### config.mk
export PLATFORM = sky130hd
export DESIGN_NAME = cache_mem_arbiter
export DESIGN_NICKNAME = d
export VERILOG_FILES = /design/src/rtl/cache_arb_pkg.sv /design/src/rtl/arb_beat_counter.sv /design/src/rtl/cache_mem_arbiter.sv
export SDC_FILE = /design/constraint.sdc
export NUM_CORES = 1
export LEC_CHECK = 0
export BUFFER_PORTS_ARGS = -buffer_cell sky130_fd_sc_hd__buf_2
export CELL_PAD_IN_SITES_DETAIL_PLACEMENT = 0
export CELL_PAD_IN_SITES_GLOBAL_PLACEMENT = 1
export CORE_ASPECT_RATIO = 1.4
export CORE_UTILIZATION = 24
export DETAILED_ROUTE_END_ITERATION = 16
export PLACE_DENSITY_LB_ADDON = 0.1
export SETUP_SLACK_MARGIN = 0.2
export SLEW_MARGIN = 20
export SYNTH_ARGS = -nofsm -noshare
export SYNTH_HDL_FRONTEND = slang
export SYNTH_SLANG_ARGS = --single-unit
### constraint.sdc
create_clock -name clk -period 2.7 [get_ports clk]
set_input_delay 0.54 -clock clk [delete_from_list [all_inputs] [get_ports clk]]
set_output_delay 0.54 -clock clk [all_outputs]
set_load 0.02 [all_outputs]
### src/rtl/cache_arb_pkg.sv
// rtl/cache_arb_pkg.sv - shared state encoding and block geometry for the cache memory arbiter
package cache_arb_pkg;

    typedef enum logic [1:0] {
        ST_IDLE    = 2'd0,
        ST_I_FILL  = 2'd1,
        ST_D_FILL  = 2'd2,
        ST_D_WRITE = 2'd3
    } arb_state_e;

    localparam int BLOCK_WORDS = 8;
    localparam int MEM_LATENCY = 4;
    localparam int CNT_W       = $clog2(BLOCK_WORDS);

endpackage

### src/rtl/arb_beat_counter.sv
// rtl/arb_beat_counter.sv - block word counter with a sticky done flag once all words are counted
module arb_beat_counter
    import cache_arb_pkg::*;
(
    input  logic             clk,
    input  logic             rst,
    input  logic             clear,
    input  logic             inc,
    output logic [CNT_W-1:0] count,
    output logic             done
);

    logic [CNT_W-1:0] count_q, count_d;
    logic             done_q, done_d;

    always_comb begin
        count_d = count_q;
        done_d  = done_q;
        if (clear) begin
            count_d = '0;
            done_d  = 1'b0;
        end else if (inc && !done_q) begin
            // count wraps to zero on the last word; done keeps the block closed
            count_d = count_q + 1'b1;
            if (count_q == CNT_W'(BLOCK_WORDS - 1)) begin
                done_d = 1'b1;
            end
        end
    end

    always_ff @(posedge clk) begin
        if (rst) begin
            count_q <= '0;
            done_q  <= 1'b0;
        end else begin
            count_q <= count_d;
            done_q  <= done_d;
        end
    end

    assign count = count_q;
    assign done  = done_q;

endmodule

### src/rtl/cache_mem_arbiter.sv
// rtl/cache_mem_arbiter.sv - arbitrates I/D cache block fills and D-cache write-through stores onto one memory port
module cache_mem_arbiter
    import cache_arb_pkg::*;
(
    input  logic        clk,
    input  logic        rst,
    input  logic        i_miss,
    input  logic [15:0] i_mem_addr,
    input  logic        d_miss,
    input  logic [15:0] d_mem_addr,
    input  logic        d_wr_req,
    input  logic [15:0] d_wr_addr,
    input  logic [15:0] d_wr_data,
    input  logic        mem_data_valid,
    output logic        i_grant,
    output logic        d_grant,
    output logic        i_mem_valid,
    output logic        d_mem_valid,
    output logic        d_wr_done,
    output logic        mem_en,
    output logic        mem_wr,
    output logic [15:0] mem_addr,
    output logic [15:0] mem_data_in,
    output logic        busy
);

    arb_state_e       state_q, state_d;
    logic             fair_q, fair_d;
    logic             in_fill;
    logic             issuing;
    logic             issue_done;
    logic             beat_inc;
    logic             beat_done;
    logic             last_beat;
    logic [CNT_W-1:0] beat_cnt;
    logic [CNT_W-1:0] issue_idx_unused;

    assign in_fill   = (state_q == ST_I_FILL) || (state_q == ST_D_FILL);
    assign issuing   = in_fill && !issue_done;
    assign beat_inc  = in_fill && mem_data_valid && !beat_done;
    assign last_beat = beat_inc && (beat_cnt == CNT_W'(BLOCK_WORDS - 1));

    arb_beat_counter u_issue_cnt (
        .clk   (clk),
        .rst   (rst),
        .clear (!in_fill),
        .inc   (issuing),
        .count (issue_idx_unused),
        .done  (issue_done)
    );

    arb_beat_counter u_beat_cnt (
        .clk   (clk),
        .rst   (rst),
        .clear (!in_fill),
        .inc   (beat_inc),
        .count (beat_cnt),
        .done  (beat_done)
    );

    always_comb begin
        state_d = state_q;
        fair_d  = fair_q;
        unique case (state_q)
            ST_IDLE: begin
                // a starved I-side miss jumps the queue once after a D fill
                if (fair_q && i_miss) begin
                    state_d = ST_I_FILL;
                end else if (d_wr_req) begin
                    state_d = ST_D_WRITE;
                end else if (d_miss) begin
                    state_d = ST_D_FILL;
                end else if (i_miss) begin
                    state_d = ST_I_FILL;
                end
            end
            ST_I_FILL, ST_D_FILL: begin
                if (last_beat) begin
                    state_d = ST_IDLE;
                end
            end
            ST_D_WRITE: state_d = ST_IDLE;
            default:    state_d = ST_IDLE;
        endcase
        if (state_q == ST_D_FILL && last_beat && i_miss) begin
            fair_d = 1'b1;
        end
        if (state_q == ST_IDLE && state_d == ST_I_FILL) begin
            fair_d = 1'b0;
        end
    end

    always_ff @(posedge clk) begin
        if (rst) begin
            state_q <= ST_IDLE;
            fair_q  <= 1'b0;
        end else begin
            state_q <= state_d;
            fair_q  <= fair_d;
        end
    end

    always_comb begin
        i_grant     = (state_q == ST_I_FILL);
        d_grant     = (state_q == ST_D_FILL);
        i_mem_valid = mem_data_valid && i_grant;
        d_mem_valid = mem_data_valid && d_grant;
        d_wr_done   = (state_q == ST_D_WRITE);
        mem_wr      = (state_q == ST_D_WRITE);
        mem_en      = issuing || mem_wr;
        busy        = (state_q != ST_IDLE);
        mem_addr    = 16'h0000;
        mem_data_in = 16'h0000;
        if (issuing) begin
            mem_addr = i_grant ? i_mem_addr : d_mem_addr;
        end else if (mem_wr) begin
            mem_addr    = d_wr_addr;
            mem_data_in = d_wr_data;
        end
    end

endmodule

==> out/results.ini <==
[critical_path]
startpoint_type = flop
cp-startpoint = state_q[0]$_SDFF_PP0_
critPathSlowestCell = dfxtp_1
slowest_delay_ns = 0.41
cp_data_required_time_ns = 2.16
worstSetupPathType = flop to output port
worstSetupPathDepth = 5
cp.arrival_ns = 1.76
reg2regPathDepth = 5
worst_path_dominant_cell_family = flip-flops
crit_fanout = 25
cp-end-kind = output port
reg2reg_from = state_q[0]$_SDFF_PP0_
critPathBufInv = 2
cp_cell_sequence = inv_1, ha_2, nand2b_4, o21ai_0, buf_2

[placement]
gp_congestion = 0.797
post-place-ws_ns = 0.514
io_buffers = 109
hpwlAfterDp_um = 2780

[yosys]
ys_types = 28
synth_ff_type = dfxtp_1
syn-cell-area_sq_mm = 0.00108
yosys_warnings = 0
synthArstFlopShare = 0
ys_seq_area_frac = 0.204
syn_avg_cell_area_sq_um = 7.88
yosysMostFrequentCell = mux2i_1
synth_top_area_frac = 0.204
synthCells = 137
synthesis.nets = 215
yosysTopAreaCell = dfxtp_1
synth_area_leaders = dfxtp_1 (20%), mux2i_1 (19%), and3_1 (9.3%)
synth-edff-count = 0
ys_seq_elements = 11
synthTopCellsByCount = mux2i_1 (20), nand3_1 (18), and3_1 (16), o21ai_0 (15), dfxtp_1 (11)

[cts]
post-cts-setup-buffers = 0
cts_inserted_buffers = 3
h-tree-depth = 1
cts_tree = yes
clk_path_buf_depth = 2
clk_latency_ns = 0.24
cts.clk_slew.worst_paths_ns = 0.05
clock-sinks = 11
cts-root-buf = clkbuf_8

[sta]
fin_hold_ws_ns = 0.466
finClkSkew_ns = 0.00206
final.setup.tns_ns = 0
fin_crit_sh = 0.853
final_max_slew_viol_count = 0
fmax_ghz = 0.434
post-route-min-period_ns = 2.30
rsz0062_at_grt = no
worst_pin_slew_ns = 0.332
relSlewSlack = 0.778
hold_violations = 0
setup_violations = 0
setup_ws_ns = 0.397

[cells_and_area]
layout-drive-gt1-share = 0.490
nets = 320
antenna_cells = 0
finish.utilization = 0.396
syn2layout_area_growth_pct = 56.8

[power]
p_switching_w = 0.000339
ir_drop_mv = 0.316
p_comb_frac = 0.551
switching_share = 0.438
sequentialPowerShare = 0.236
p_per_area_mw_per_mm2 = 457
p_int_w = 0.000435
p_leak_nw = 0.953
power.share.clock = 0.213

[worst_hold_path]
hold_path.startpoint = rst
hp-class = input port to flop
hold_depth = 2

[floorplanning]
core_sq_mm = 0.00427
io_pins = 110
die_area_sq_mm = 0.00478
die_w_um = 58.7
num_rows = 28
chipHeight_um = 81.4
initial_core_util = 0.253

[detailed_routing]
drt-initial-drc-count = 54
viasPerCell = 4.50
dr.pass1.iters = 4
wl_per_cell_um = 12.4
via_count = 1356
drtAntennaViolNets = 0
wirelength_um = 3730
drc = 0

[global_route]
grt_pass1_wl_um = 5040
antenna_found_initial = 0
grt_max_degree = 50
grt-ovfl-total = 0
grt_pass1_vias = 1108
grt_usage = 0.140

[job]
drv_cap = 0

[outcome]
status = finished clean

worst reg2reg max path, stage by stage, from the launching register on:
cell and delay (ns):
dfxtp_1 0.41, inv_1 0.09, ha_2 0.35, nor2b_1 0.17, and4_1 0.19, a31o_2 0.20
what timing repair did:
| item | 4_1_cts | 5_1_grt |
|---|---|---|
| setup endpoints to repair | 0 | 32 |
| endpoints found under the hold margin | 0 | 0 |
| resized for setup | 0 | 2 |
| hold buffers | 0 | 0 |
sequential cells by signal (all words and copies together), names as in the netlist:
| name | count |
|---|---|
| state_q | 2 |
| u_issue_cnt.count | 3 |
| u_beat_cnt.count | 3 |
| u_beat_cnt.done | 1 |
| u_issue_cnt.done | 1 |
| fair_q | 1 |
layout make-up:
| type | instances | area [sq um] |
|---|---|---|
| fillers | 486 | 2580 |
| multi-input cells | 110 | 773 |
| repair buffers | 111 | 561 |
| flip-flops and latches | 11 | 220 |
| well taps | 60 | 75.1 |
| clock buffers | 4 | 45.0 |
| inverters | 5 | 18.8 |
power groups by stage:
| stage | Combinational (W) | Sequential, W | Clock (W) |
|---|---|---|---|
| finish | 0.000426 | 0.000182 | 0.000165 |
| global route | 0.000470 | 0.000184 | 0.000175 |
| CTS | 0.000416 | 0.000182 | 0.000172 |
| detailed placement | 0.000416 | 0.000186 | 0 |
| global placement | 0.000417 | 0.000186 | 0 |
| floorplan | 0.000294 | 0.000183 | 0 |
worst paths after layout:
path                                  endpoint  slack (ns)
setup / recovery                   mem_addr[0]        0.40
hold / removal           state_q[0]$_SDFF_PP0_        0.47
setup reg to reg         state_q[1]$_SDFF_PP0_        1.18
hold reg to reg   u_beat_cnt.done$_SDFFE_PP0P_        0.49
metrics by stage:
step,cells,total power [W],instance area (sq um)
floorplan,137,0.000477,1080
global placement,296,0.000603,1630
detailed placement,296,0.000602,1630
CTS,300,0.000770,1680
global route,301,0.000828,1690
finish,301,0.000773,1690
kinds of logic after synthesis:
kind of cell / Yosys count / synth area share
xor gates and xnor gates: 2 / 0.0162
buffers and inverters: 17 / 0.0950
AOI/OAI and AO/OA: 23 / 0.123
DFF: 11 / 0.204
adders and majority gates: 8 / 0.0927
and+or+nand+nor: 56 / 0.284
muxes: 20 / 0.185
per-layer routing:
metal | up-vias | track usage | routed length (um)
met2 | 65 | 0.290 | 2000
li1 | 695 | - | -
met4 | 0 | 0.0500 | 50
met5 | - | 0 | 0
met1 | 591 | 0.138 | 1370
met3 | 5 | 0.0159 | 317
layout by cell type (no fill, tap or decap), drive strengths merged, types with 3 or more instances in the layout:
master / netlist / final
a21oi: 3 / 3
dfxtp: 11 / 11
nor2: 10 / 10
o21ai: 16 / 16
nand3: 18 / 18
and3: 16 / 16
nand2b: 2 / 3
ha: 8 / 8
buf: 7 / 111
clkbuf: 5 / 4
inv: 5 / 5
mux2i: 20 / 20
No activity file was read; power rests on OpenSTA's default activity.
